**src/rtl/router_egress_fifo.sv**
```systemverilog
// Egress FIFO between a router output port and its sink, with first-word fall-through head.
// Define ROUTER_EGRESS_STATS_EN to add the saturating pkt_count pop counter.
module router_egress_fifo #(
  parameter int DATA_W = 8,
  parameter int DEPTH  = 8
) (
  input  logic                   clk,
  input  logic                   rst,
  input  logic                   in_valid,
  input  logic [DATA_W-1:0]      in_data,
  output logic                   in_ready,
  output logic                   out_valid,
  output logic [DATA_W-1:0]      out_data,
  input  logic                   out_ready,
  output logic [$clog2(DEPTH):0] count,
  output logic                   drop_err
`ifdef ROUTER_EGRESS_STATS_EN
  ,
  output logic [15:0]            pkt_count
`endif
);

  localparam int AW = $clog2(DEPTH);
  localparam logic [AW:0] FULL_COUNT = (AW + 1)'(DEPTH);

  logic [DATA_W-1:0] mem [DEPTH];
  logic [AW-1:0]     wr_ptr;
  logic [AW-1:0]     rd_ptr;
  logic              push;
  logic              pop;

  // Handshake flags come only from registered occupancy, so out_ready never reaches in_ready.
  assign in_ready  = (count < FULL_COUNT);
  assign out_valid = (count != '0);
  assign out_data  = mem[rd_ptr];
  assign push      = in_valid && in_ready;
  assign pop       = out_valid && out_ready;

  always_ff @(posedge clk) begin
    if (push) begin
      mem[wr_ptr] <= in_data;
    end
  end

  // Pointers wrap by natural overflow because DEPTH is a power of two.
  always_ff @(posedge clk or negedge rst) begin
    if (!rst) begin
      wr_ptr   <= '0;
      rd_ptr   <= '0;
      count    <= '0;
      drop_err <= 1'b0;
    end else begin
      if (push) begin
        wr_ptr <= wr_ptr + 1'b1;
      end
      if (pop) begin
        rd_ptr <= rd_ptr + 1'b1;
      end
      case ({push, pop})
        2'b10:   count <= count + 1'b1;
        2'b01:   count <= count - 1'b1;
        default: count <= count;
      endcase
      if (in_valid && !in_ready) begin
        drop_err <= 1'b1;
      end
    end
  end

`ifdef ROUTER_EGRESS_STATS_EN
  always_ff @(posedge clk or negedge rst) begin
    if (!rst) begin
      pkt_count <= '0;
    end else if (pop && (pkt_count != 16'hFFFF)) begin
      pkt_count <= pkt_count + 16'd1;
    end
  end
`endif

endmodule

```
**config.mk**
```make
export PLATFORM = sky130hd
export DESIGN_NAME = router_egress_fifo
export DESIGN_NICKNAME = d
export VERILOG_FILES = /design/src/rtl/router_egress_fifo.sv
export SDC_FILE = /design/constraint.sdc
export NUM_CORES = 1
export LEC_CHECK = 0
export BUFFER_PORTS_ARGS = -buffer_cell sky130_fd_sc_hd__clkbuf_2
export CAP_MARGIN = 20
export CORE_MARGIN = 2
export CORE_UTILIZATION = 27
export CTS_CLUSTER_DIAMETER = 200
export CTS_CLUSTER_SIZE = 30
export DETAILED_ROUTE_END_ITERATION = 10
export PLACE_DENSITY = 0.48
export SLEW_MARGIN = 20
export SYNTH_ARGS = -nofsm -noshare
export SYNTH_HDL_FRONTEND = slang
export SYNTH_SLANG_ARGS = --single-unit
export TNS_END_PERCENT = 5
```
**constraint.sdc**
```tcl
create_clock -name clk -period 2.8 [get_ports clk]
set_input_delay 0.28 -clock clk [delete_from_list [all_inputs] [get_ports clk]]
set_output_delay 0.28 -clock clk [all_outputs]
set_load 0.005 [all_outputs]
```
==> results list <==
* Multiplexer area fraction after synthesis: 17.6%
- Std cell rows: 39
- WL final: 5780 um
* Initial core utilization: 27.6%
- Across the run, the number of max-cap violations was 0.
- Layout Utilization: 33.8%
* Fraction of registers with async set or reset after synthesis: 14.7%
- Router iterations before antenna repair: 4
- The mapped netlist covers 0.00314 mm^2.
* Number of buffers inserted during clock tree synthesis: 9
* Fmax: 0.381 GHz
* Routability congestion estimate from global placement: 0.788
* Gr ovfl total: 0
* Tot GR Track Use: 9.85%
- Root buffer cell: sky130_fd_sc_hd__clkbuf_16
- Deepest clock path buffer count: 2
- Vias in the first global route: 1,558
- Number of enable flip-flop cells after synthesis: 64
- Area of the core: 0.0114 mm^2
- Setup violations remaining at the end of the flow were counted as 0.
* Detail-routed net length per standard cell: 16.3 um
- STA classifies the critical path startpoint as a flip-flop.
- Skew final: 0.00634 ns
- Total power after layout: 3.86 mW
- Arrival time of the worst setup path: 2.82 ns
- Transition time at the pin with the least slew margin: 0.677 ns
* Net count, final: 225
* Count of warnings emitted by yosys: 0
- Maximum number of pins on one net before global-route repair: 19
- Final ANT Viol Nets: 0
* Wire length of the first global-routing pass: 8760 um
- Number of hold-slack violations in the final timing report: 0
- Synthesized area divided by synthesized cell count: 19.6 um^2
- RSZ-0062 raised after global routing: no
- Number of placed I/O pins: 27
- For this design the ratio of total power to cell area is 1000 mW/mm^2.
- Detailed placement ended at an HPWL of 3580 um.
- In the routed design, unresolved DRC markers number 0.
- Worst Hold Class: in -> reg
- Compound-gate portion of the synthesized area: 1.59%
- Headroom to the max-slew limit came out at 54.9%.
- In the synthesized netlist the dominant register cell turns out to be sky130_fd_sc_hd__edfxtp_1.
- Final-report max-slew violation count: 0
- After clock tree synthesis, the clock-pin slew on the worst setup and hold paths is 0.06 ns.
- Compared with the post-synthesis result, the final layout area differs by 22.2%.
* Clock sink total: 75
* CP max FO: 5
* Most frequent standard cell in the layout excluding fill and tap cells: sky130_fd_sc_hd__edfxtp_1
- Clock latency on the worst-skew pair, taken at its later pin, is 0.33 ns.
- The die covers 0.0125 mm^2.
- Via count of the routed design: 1,522
* Most used cells in the layout excluding fill and tap cells: sky130_fd_sc_hd__edfxtp_1 (64), sky130_fd_sc_hd__clkbuf_2 (26), sky130_fd_sc_hd__mux4_1 (16), sky130_fd_sc_hd__buf_4 (14)
- FF+latch count, synth: 75
- From left edge to right edge, the die measures 112 um.
* Share of the clock period used by the worst path after layout: 93.6%
- TritonCTS built the clock tree.
- The worst setup path is captured at a flip-flop.
- Required @ worst endpoint: 3.00 ns
- Number of cells on the worst hold path: 2
- Summing the areas of all and, or, nand and nor instances in the mapped netlist gives 4.18% of the synthesized area.
- For this run, the register share of the synthesized area comes to 69.9%.
- The number of antenna diodes in the final layout is 0.
- Main combinational cell family by area after synthesis: multiplexers
* Outcome: finished clean
* Post-Synth Adder-Cell Area: 2.63%
- Of the cells placed in the final design, the portion with a size suffix greater than 1 is 32.1%.
- Worst voltage drop across the vdd grid: 0.355 mV
* CTS HTree Levels: 3
- In this run the vertical extent of the chip is 112 um.
- The number of antenna violations at the first check in global routing came to 0.
- IO buf count: 26
- Parity-gate share of the synthesized area counting xor and xnor cells: 1.67%
* Post-Syn Nets: 178
- Summed over all failing endpoints, the final setup total negative slack is 0 ns.
* Via count normalized by instance count: 4.29
- The setup path with the least slack is of type reg -> reg.
- Depth of the worst register-to-register path: 8
- LEAKAGE: 1.40 nW
- Count of unique library cells instantiated by Yosys: 30
* Synthesized netlist cell count: 160
- First DRT Iteration DRCs: 56
* Final critical delay including setup and external delays: 2.62 ns
[cell type report]
type,instances,area [um^2]
clock inverter,4,51.3
multi-input combinational,72,886
fill,1069,7530
timing repair buffer,42,265
tap,143,179
clock buffer,12,236
sequential,75,2200
inverter,7,26.3
[path summary, 6_finish.rpt]
path,startpoint,to,slack [ns]
min reg2reg,drop_err,drop_err,0.46
min in group asynchronous,rst,drop_err,0.37
min,in_valid,drop_err,0.17
max reg2reg,count[1],count[3],0.18
max in group asynchronous,rst,rd_ptr[1],2.18
max,count[1],count[3],0.18
[sequential cells by signal (all words and copies together), names as in the netlist]
register,flops
rd_ptr,3
mem,64
count,4
wr_ptr,3
drop_err,1
[cells in the mapped netlist (2+ instances only)]
master / count / area, um^2
sky130_fd_sc_hd__nor2_1: 6 / 22.5
sky130_fd_sc_hd__a21oi_1: 2 / 10.0
sky130_fd_sc_hd__xor2_1: 2 / 17.5
sky130_fd_sc_hd__ha_1: 5 / 62.6
sky130_fd_sc_hd__nand2_1: 5 / 18.8
sky130_fd_sc_hd__mux4_1: 16 / 420
sky130_fd_sc_hd__nor3_1: 2 / 10.0
sky130_fd_sc_hd__nor3b_1: 3 / 22.5
sky130_fd_sc_hd__nand2b_1: 3 / 18.8
sky130_fd_sc_hd__inv_1: 7 / 26.3
sky130_fd_sc_hd__xnor2_1: 4 / 35.0
sky130_fd_sc_hd__nand3_1: 3 / 15.0
sky130_fd_sc_hd__mux2_2: 11 / 124
sky130_fd_sc_hd__dfrtp_1: 11 / 275
sky130_fd_sc_hd__buf_2: 2 / 10.0
sky130_fd_sc_hd__edfxtp_1: 64 / 1920
[worst max-delay path, cell delays in order (launching register included)]
cell and delay (ns):
sky130_fd_sc_hd__dfrtp_1 0.40, sky130_fd_sc_hd__or4_1 0.57, sky130_fd_sc_hd__nand2_2 0.13, sky130_fd_sc_hd__inv_1 0.05, sky130_fd_sc_hd__ha_1 0.21, sky130_fd_sc_hd__ha_4 0.24, sky130_fd_sc_hd__or4b_2 0.63, sky130_fd_sc_hd__o311ai_0 0.13
sky130_fd_sc_hd__o211ai_1 0.13
[logic make-up (layout without fill, tap and decap cells)]
| group | count (synthesis) | in the layout |
|---|---|---|
| flops | 75 | 75 |
| fa+ha+maj | 6 | 6 |
| compound gates | 7 | 7 |
| mux | 28 | 28 |
| buf+inv | 13 | 65 |
| simple gates | 25 | 25 |
| xor+xnor | 6 | 6 |
[repair_timing]
item | 4_1_cts | 5_1_grt
setup endpoints to repair | 0 | 1
hold buffers | 1 | 0
buffers inserted | 0 | 0
gates resized for setup | 0 | 2
hold endpoints to repair | 11 | 0
[per-layer routing]
metal | GRT usage, % | wire (um)
met1 | 12.3 | 2630
met2 | 15.4 | 2800
met3 | 2.29 | 205
met4 | 6.42 | 156
met5 | 0 | 0
[stage by stage]
stage	setup slack, ns	cell area [um^2]	instances	hold WS (ns)
after floorplan	0.0540	3140	160	-0.0156
after global placement	0.134	3530	338	0.188
after detailed placement	0.0837	3530	338	0.190
after CTS	0.0663	3830	355	0.165
after global routing	0.0620	3840	355	0.174
final	0.178	3840	355	0.172
[power by group]
group	internal, mW	switching (mW)	total, mW	leakage (nW)
Combinational	0.667	0.492	1.16	0.553
Clock	0.690	0.422	1.11	0.137
Sequential	1.41	0.182	1.59	0.706
No activity file was read; power rests on OpenSTA's default activity.
